## config.mk

```make
export PLATFORM = sky130hd
export DESIGN_NAME = rx_lane_align_demux
export DESIGN_NICKNAME = d
export VERILOG_FILES = /design/src/rtl/rx_align_pkg.sv /design/src/rtl/rx_align_lane.sv /design/src/rtl/rx_lane_align_demux.sv
export SDC_FILE = /design/constraint.sdc
export NUM_CORES = 2
export LEC_CHECK = 0
export CAP_MARGIN = 25
export CORE_UTILIZATION = 30
export DETAILED_ROUTE_END_ITERATION = 8
export GPL_TIMING_DRIVEN = 0
export PLACE_DENSITY_LB_ADDON = 0.12
export SLEW_MARGIN = 15
export SYNTH_ARGS = -nofsm -noshare
export SYNTH_HDL_FRONTEND = slang
export SYNTH_SLANG_ARGS = --single-unit
export TNS_END_PERCENT = 50
```

## constraint.sdc

```tcl
create_clock -name I_clk -period 11.4 [get_ports I_clk]
set_input_delay 1.71 -clock I_clk [delete_from_list [all_inputs] [get_ports I_clk]]
set_output_delay 1.71 -clock I_clk [all_outputs]
set_load 0.02 [all_outputs]
```

## src/rtl/rx_align_pkg.sv

```systemverilog
// rx_align_pkg
//   Shared types and helpers for the LVDS receive word aligner / gearbox.
//   - lane_state_e : per-lane training state machine encoding.
//   - pack_ratio() : decodes the 2-bit pack-mode select into the number of
//                    words gathered per output beat, clamped to the
//                    build-time maximum.
package rx_align_pkg;

    typedef enum logic [2:0] {
        LANE_IDLE   = 3'd0,
        LANE_CHECK  = 3'd1,
        LANE_SLIP   = 3'd2,
        LANE_WAIT   = 3'd3,
        LANE_LOCKED = 3'd4,
        LANE_FAIL   = 3'd5
    } lane_state_e;

    localparam int NCH_DEF       = 20;
    localparam int DESER_DEF     = 10;
    localparam int RATIO_DEF     = 4;
    localparam int LOCK_CNT_DEF  = 8;
    localparam int SLIP_WAIT_DEF = 4;

    // sel 0 -> 1 word, 1 -> 2 words, 2/3 -> 4 words; never above ratio.
    function automatic int pack_ratio(input logic [1:0] sel, input int ratio);
        int r;
        case (sel)
            2'd0:    r = 1;
            2'd1:    r = 2;
            default: r = 4;
        endcase
        if (r > ratio) begin
            r = ratio;
        end
        return r;
    endfunction

endpackage

```

## src/rtl/rx_align_lane.sv

```systemverilog
// rx_lane_align
//   Word-alignment FSM for one LVDS channel. Compares each deserialized word
//   with the training pattern; on a mismatch it requests one bitslip from the
//   SERDES, waits out the slip latency, and checks again. Declares lock after
//   LOCK_CNT consecutive matches, or failure after DESER slips without lock.
// Ports
//   clk_i     deserializer output clock
//   rst_n_i   asynchronous active-low reset
//   rdy_i     deserializer ready; low forces the lane back to IDLE
//   train_i   restart alignment (IDLE on the next cycle)
//   word_i    deserialized word of this channel
//   cda_o     one-cycle bitslip request
//   locked_o  lane aligned
//   fail_o    lane gave up after DESER slips
module rx_lane_align
    import rx_align_pkg::*;
#(
    parameter int               DESER     = DESER_DEF,
    parameter logic [DESER-1:0] TRAIN_PAT = 10'h0F8,
    parameter int               LOCK_CNT  = LOCK_CNT_DEF,
    parameter int               SLIP_WAIT = SLIP_WAIT_DEF
) (
    input  logic             clk_i,
    input  logic             rst_n_i,
    input  logic             rdy_i,
    input  logic             train_i,
    input  logic [DESER-1:0] word_i,
    output logic             cda_o,
    output logic             locked_o,
    output logic             fail_o
);

    localparam int SW = $clog2(DESER + 1);
    localparam int MW = $clog2(LOCK_CNT + 1);
    localparam int WW = (SLIP_WAIT > 1) ? $clog2(SLIP_WAIT) : 1;

    lane_state_e   state_q;
    logic [SW-1:0] slips_q;
    logic [MW-1:0] match_q;
    logic [WW-1:0] wait_q;
    logic          cda_q;
    logic          locked_q;
    logic          fail_q;

    // The bitslip request is raised on entry to SLIP, so it is high for
    // exactly the SLIP cycle. An abort during SLIP therefore cannot shorten
    // or repeat the pulse: it has already been issued in full.
    always_ff @(posedge clk_i or negedge rst_n_i) begin
        if (!rst_n_i) begin
            state_q  <= LANE_IDLE;
            slips_q  <= '0;
            match_q  <= '0;
            wait_q   <= '0;
            cda_q    <= 1'b0;
            locked_q <= 1'b0;
            fail_q   <= 1'b0;
        end else begin
            cda_q <= 1'b0;
            // Loss of ready outranks a training request; both restart the lane.
            if (!rdy_i || train_i) begin
                state_q  <= LANE_IDLE;
                locked_q <= 1'b0;
                fail_q   <= 1'b0;
            end else begin
                case (state_q)
                    LANE_IDLE: begin
                        match_q  <= '0;
                        slips_q  <= '0;
                        locked_q <= 1'b0;
                        fail_q   <= 1'b0;
                        state_q  <= LANE_CHECK;
                    end
                    LANE_CHECK: begin
                        if (word_i == TRAIN_PAT) begin
                            if (match_q == MW'(LOCK_CNT - 1)) begin
                                state_q  <= LANE_LOCKED;
                                locked_q <= 1'b1;
                            end else begin
                                match_q <= match_q + 1'b1;
                            end
                        end else begin
                            match_q <= '0;
                            if (slips_q < SW'(DESER)) begin
                                state_q <= LANE_SLIP;
                                cda_q   <= 1'b1;
                                slips_q <= slips_q + 1'b1;
                            end else begin
                                state_q <= LANE_FAIL;
                                fail_q  <= 1'b1;
                            end
                        end
                    end
                    LANE_SLIP: begin
                        wait_q  <= '0;
                        state_q <= LANE_WAIT;
                    end
                    LANE_WAIT: begin
                        // Words arriving during the SERDES slip latency are
                        // unreliable and are not compared.
                        if (wait_q == WW'(SLIP_WAIT - 1)) begin
                            state_q <= LANE_CHECK;
                        end else begin
                            wait_q <= wait_q + 1'b1;
                        end
                    end
                    LANE_LOCKED: state_q <= LANE_LOCKED;
                    LANE_FAIL:   state_q <= LANE_FAIL;
                    default:     state_q <= LANE_IDLE;
                endcase
            end
        end
    end

    assign cda_o    = cda_q;
    assign locked_o = locked_q;
    assign fail_o   = fail_q;

endmodule

```

## src/rtl/rx_lane_align_demux.sv

```systemverilog
// rx_lane_align_demux
//   Per-channel word aligner plus width gearbox for a multi-channel LVDS
//   source-synchronous receiver, in the deserializer output clock domain.
//   Each channel trains independently; once all are locked, 1, 2 or 4
//   consecutive words per channel are packed into one wide beat with a
//   common valid strobe. All channels share one gather counter so beats stay
//   word-aligned across channels.
// Ports
//   I_clk         deserializer output clock
//   I_rst_n       asynchronous active-low reset
//   I_sel         pack mode: 0=1 word, 1=2 words, 2/3=4 words (clamped)
//   I_rx_cda_rdy  deserializer ready; low returns every lane to IDLE
//   I_train       one-cycle pulse restarting alignment on all lanes
//   I_rx_data     channel c word at [c*DESER +: DESER]
//   O_cda         per-lane bitslip pulse
//   O_locked      per-lane locked
//   O_fail        per-lane alignment failure
//   O_all_locked  every lane locked
//   O_valid       one-cycle strobe: O_data holds a complete beat
//   O_data        channel c beat at [c*DESER*RATIO +: DESER*RATIO]
module rx_lane_align_demux
    import rx_align_pkg::*;
#(
    parameter int               NCH       = NCH_DEF,
    parameter int               DESER     = DESER_DEF,
    parameter int               RATIO     = RATIO_DEF,
    parameter logic [DESER-1:0] TRAIN_PAT = 10'h0F8,
    parameter int               LOCK_CNT  = LOCK_CNT_DEF,
    parameter int               SLIP_WAIT = SLIP_WAIT_DEF
) (
    input  logic                       I_clk,
    input  logic                       I_rst_n,
    input  logic [1:0]                 I_sel,
    input  logic                       I_rx_cda_rdy,
    input  logic                       I_train,
    input  logic [NCH*DESER-1:0]       I_rx_data,
    output logic [NCH-1:0]             O_cda,
    output logic [NCH-1:0]             O_locked,
    output logic [NCH-1:0]             O_fail,
    output logic                       O_all_locked,
    output logic                       O_valid,
    output logic [NCH*DESER*RATIO-1:0] O_data
);

    localparam int BEAT = DESER * RATIO;
    localparam int KW   = (RATIO > 1) ? $clog2(RATIO) : 1;

    logic [NCH-1:0]       lane_cda;
    logic [NCH-1:0]       lane_locked;
    logic [NCH-1:0]       lane_fail;

    logic                 all_locked_q;
    logic                 valid_q;
    logic [NCH*BEAT-1:0]  data_q;
    logic [1:0]           sel_q;
    logic [KW-1:0]        k_q;
    logic [KW-1:0]        k_d;

    logic                 sel_chg;
    logic                 gather_en;
    logic                 beat_last;
    logic [KW-1:0]        last_k;
    int                   r_words;
    logic [NCH*BEAT-1:0]  beat_d;

    // ---------------------------------------------------------------- lanes
    for (genvar gi = 0; gi < NCH; gi++) begin : g_lane
        rx_lane_align #(
            .DESER     (DESER),
            .TRAIN_PAT (TRAIN_PAT),
            .LOCK_CNT  (LOCK_CNT),
            .SLIP_WAIT (SLIP_WAIT)
        ) u_lane (
            .clk_i    (I_clk),
            .rst_n_i  (I_rst_n),
            .rdy_i    (I_rx_cda_rdy),
            .train_i  (I_train),
            .word_i   (I_rx_data[gi*DESER +: DESER]),
            .cda_o    (lane_cda[gi]),
            .locked_o (lane_locked[gi]),
            .fail_o   (lane_fail[gi])
        );
    end

    // -------------------------------------------------------------- gearbox
    // The pack mode in force is the registered one; a differing input marks
    // a mode change, which drops the partial beat including the current word.
    assign sel_chg = (I_sel != sel_q);

    always_comb begin
        r_words = pack_ratio(sel_q, RATIO);
        last_k  = KW'(r_words - 1);
    end

    // Ready loss and training stop gathering at once rather than waiting for
    // the lock flags to fall, so no beat is built from untrained data.
    assign gather_en = all_locked_q & I_rx_cda_rdy & ~I_train & ~sel_chg;
    assign beat_last = gather_en & (k_q == last_k);

    always_comb begin
        k_d = k_q;
        if (!gather_en || beat_last) begin
            k_d = '0;
        end else begin
            k_d = k_q + 1'b1;
        end
    end

    // Per channel: words 0..k-1 of the beat come from the gather buffer, the
    // word arriving now completes it; slots at or above the pack ratio are 0.
    for (genvar gi = 0; gi < NCH; gi++) begin : g_pack
        logic [DESER-1:0] buf_q [RATIO];

        always_ff @(posedge I_clk) begin
            if (gather_en) begin
                buf_q[k_q] <= I_rx_data[gi*DESER +: DESER];
            end
        end

        for (genvar gw = 0; gw < RATIO; gw++) begin : g_word
            assign beat_d[gi*BEAT + gw*DESER +: DESER] =
                (gw >= r_words)      ? '0 :
                (KW'(gw) == k_q)     ? I_rx_data[gi*DESER +: DESER] :
                                       buf_q[gw];
        end
    end

    always_ff @(posedge I_clk or negedge I_rst_n) begin
        if (!I_rst_n) begin
            all_locked_q <= 1'b0;
            valid_q      <= 1'b0;
            data_q       <= '0;
            sel_q        <= 2'd0;
            k_q          <= '0;
        end else begin
            all_locked_q <= I_rx_cda_rdy & ~I_train & (&lane_locked);
            valid_q      <= beat_last;
            sel_q        <= I_sel;
            k_q          <= k_d;
            if (beat_last) begin
                data_q <= beat_d;
            end
        end
    end

    assign O_cda        = lane_cda;
    assign O_locked     = lane_locked;
    assign O_fail       = lane_fail;
    assign O_all_locked = all_locked_q;
    assign O_valid      = valid_q;
    assign O_data       = data_q;

endmodule

```

==> flow_summary_export.csv <==
group,metric,value,unit
run_status,status,"complete, no violations",
die,die_y,529,microns
setup_path,worstPathRequired,12190,ps
finish,final_cell_mix,"1126 x dfrtp_1, 1065 x clkdlybuf4s50_1, 812 x mux2i_1, 800 x edfxtp_1, 616 x mux2_2",
clocking,cts_tree,"done",
logic_synthesis,ys_warn_count,0,
power,total_leakage_power,42.5,nW
logic_synthesis,synth_ff_type,"dfrtp_1",
timing,min_period,5470,ps
setup_path,max_stage_delay,800,ps
clocking,clkTransAtPathRegs,60,ps
finish,area_growth,29.2,%
setup_path,crit_type,"reg2reg",
logic_synthesis,synth-simple-area-share,0.0898,
timing,timing.final.crit_share,0.480,
timing,setup_viol,0,
timing,relSlewSlack,0.259,
logic_synthesis,synth.area.top_cells,"dfrtp_1 34%, edfxtp_1 29%, mux2i_1 9.8%, mux2_2 8.3%, nor2_1 2.3%",
place,gp_congestion,0.826,
setup_path,ff2ff_setup_slack,5930,ps
logic_synthesis,synth.ff_latch_count,1926,
power,p_switching,3.72,mW
clocking,htreeDepth,4,
detailed_routing,first_pass_iters,6,
setup_path,cp_slowest_cell,"buf_2",
power,switching_share,0.241,
die,core_area,276000,sq um
detailed_routing,drc,0,
place,io_buffers,1067,
logic_synthesis,synthAdderAreaFrac,0.00977,
detailed_routing,antenna_left,0,
min_path,worstHoldPathType,"reg2reg",
power,clockPowerShare,0.480,
setup_path,crit_arrival,6260,ps
detailed_routing,vias,57356,
logic_synthesis,synth_cell_types,80,
setup_path,critical_path.max_fanout,10,
detailed_routing,wl_per_cell,30.3,microns
power,ir_drop,0.124,mV
logic_synthesis,synth_top_area_share,0.338,
logic_synthesis,synth.avg_cell_area,13.4,sq um
timing,setup_tns,0,ps
timing,rsz0062_at_grt,"false",
place,dpl.cell_count,11065,
finish,nNetsFinal,7862,
grt,grt_max_degree,138,
die,die-area,280000,sq um
logic_synthesis,muxShareOfSynthArea,0.181,
power,internal_power,11.7,mW
setup_path,cp-end-kind,"flop",
logic_synthesis,synth_top_family_by_area,"multiplexers",
flow_run,maxCapViolations,0,
timing,final_hold_viol_count,0,
logic_synthesis,ys_seq_area_frac,0.627,
place,dp_hpwl,258000,microns
clocking,cts_sinks,1926,
grt,grt_pass1_vias,58011,
timing,skew,43.0,ps
clocking,cts_buffer_depth,4,
logic_synthesis,synth-edff-count,800,
clocking,postCtsSetupBuffers,0,
detailed_routing,wirelength,349000,microns
logic_synthesis,synth_compound_area_frac,0.0580,
power,fin_total_pwr,15.4,mW
finish,mostFrequentLayoutCell,"dfrtp_1",
timing,worst_pin_slew,1110,ps
timing,maxClockFrequency,0.183,GHz
logic_synthesis,yosysTopAreaCell,"dfrtp_1",
power,combPwrFrac,0.047,
grt,grt_pass1_wl,479000,microns
grt,gr-total-overflow,0,
die,io_pins,1068,
clocking,cts_root_buf,"clkbuf_16",
finish,final_cells,11509,
power,power_density,144,nW/um^2
grt,grt_usage,0.244,
logic_synthesis,synth-xor-area-share,0.000421,
logic_synthesis,syn_inst,6229,
setup_path,start_kind,"flop",
clocking,cts_resized,0,
timing,report.final.slew_viol_count,0,
detailed_routing,avgViaCountPerCell,4.98,
die,row_count,193,
clocking,hold_buffers,0,
finish,drive_gt1_frac,0.165,
grt,antenna_found_initial,54,
die,initial_core_util,0.301,
die,die_w,529,microns
detailed_routing,first_iter_violations,4166,
logic_synthesis,synth-async-reset-ratio,0.585,
setup_path,path_cells,"nor2_1 > clkbuf_2 > buf_12 > clkbuf_1 > inv_1 > ha_1 > xor2_1 > o21ai_0 > nor4_1 > clkbuf_2 > buf_16 > clkbuf_1 > buf_2 > mux2i_1",
power,pwr-share-seq,0.473,
logic_synthesis,synth_area,83300,sq um
logic_synthesis,syn_nets,6500,
clocking,clkLatencyLatePin,920,ps
clocking,cts_inserted_buffers,226,
[metrics by stage]
stage               hold slack, ps  utilization  worst slack [ps]  instance area, sq um
floorplan                      454            -              2550                 83300
global placement               465        0.357            -50870                 98600
detailed placement             471        0.362              5240                100000
CTS                            485        0.389              5750                108000
global route                   502        0.389              5690                108000
finish                         479        0.390              5930                108000
[cell families (layout without fill, tap and decap cells)]
kind of cell | count (synthesis) | count (layout)
and+or+nand+nor | 1433 | 1433
AOI/OAI and AO/OA | 706 | 706
other | 0 | 17
buffers and inverters | 667 | 2225
DFF | 1926 | 1926
muxes | 1428 | 1428
xor gates and xnor gates | 4 | 4
adders and majority gates | 65 | 65
[sequential cells by signal (all words and copies together), names as in the netlist]
register / flops
g_lane.u_lane.match_q: 80
sel_q: 2
g_lane.u_lane.state_q: 60
k_q: 2
g_lane.u_lane.wait_q: 40
g_lane.u_lane.cda_o: 20
g_lane.u_lane.fail_o: 20
g_lane.u_lane.locked_o: 20
O_all_locked: 1
O_valid: 1
g_pack.buf_q: 800
O_data: 800
g_lane.u_lane.slips_q: 80
[metal layers]
layer / track usage / routed length, microns / part of all wire / vias to the layer above
met5: 0 / 94 / 0.00027 / -
met4: 0.0760 / 11700 / 0.034 / 16
met3: 0.0665 / 25200 / 0.072 / 426
met2: 0.401 / 165000 / 0.47 / 1708
met1: 0.311 / 146000 / 0.42 / 29693
li1: - / - / - / 25513
[cells in the mapped netlist (34+ instances only)]
master / instances
edfxtp_1: 800
clkbuf_1: 235
buf_2: 85
o22ai_1: 208
o21ai_0: 90
a21oi_1: 105
buf_1: 38
nor2b_1: 207
nor2_1: 514
a22o_1: 48
nor3_1: 125
nand3_1: 119
buf_4: 61
mux2i_1: 812
nor4_1: 34
inv_1: 245
mux2_2: 616
a31oi_1: 39
ha_1: 65
dfrtp_1: 1126
nand2_1: 166
[area by class of cell]
class	count	area, sq um
Tap cell	3705	4640
Multi-Input combinational cell	3636	28200
Fill cell	26420	169000
Clock inverter	107	1080
Buffer	421	1980
Sequential cell	1926	52200
Timing Repair Buffer	1134	12200
Clock buffer	317	6370
Antenna cell	17	42.5
Inverter	246	923
[worst max-delay path, delay by kind of cell (launching register included)]
family / cells / cell delay [ps]
simple gates: 2 / 440
buf+inv: 8 / 3430
mux: 1 / 270
xor+xnor: 1 / 150
flops: 1 / 440
fa+ha+maj: 1 / 430
compound gates: 1 / 140
[path summary, 6_finish.rpt]
check / from / end / cells after the start
setup / recovery: sel_q[0] / O_data[605] / 14
hold / removal: g_lane[15].u_lane.slips_q[3] / g_lane[15].u_lane.slips_q[3] / 1
setup reg to reg: sel_q[0] / O_data[605] / 14
hold reg to reg: g_lane[15].u_lane.slips_q[3] / g_lane[15].u_lane.slips_q[3] / 1
max in group asynchronous: I_rst_n / O_data[567] / 3
min in group asynchronous: I_rst_n / O_data[217] / 1
[power by group through the flow]
stage | Combinational, mW | Clock (mW) | Sequential (mW)
final | 0.730 | 7.41 | 7.31
after global routing | 0.791 | 7.84 | 7.31
after CTS | 0.748 | 7.59 | 7.31
after detailed placement | 0.746 | 0 | 7.44
after global placement | 0.712 | 0 | 7.47
after floorplan | 0.240 | 0 | 7.43
Note: power is estimated with default switching activity, not from simulation.
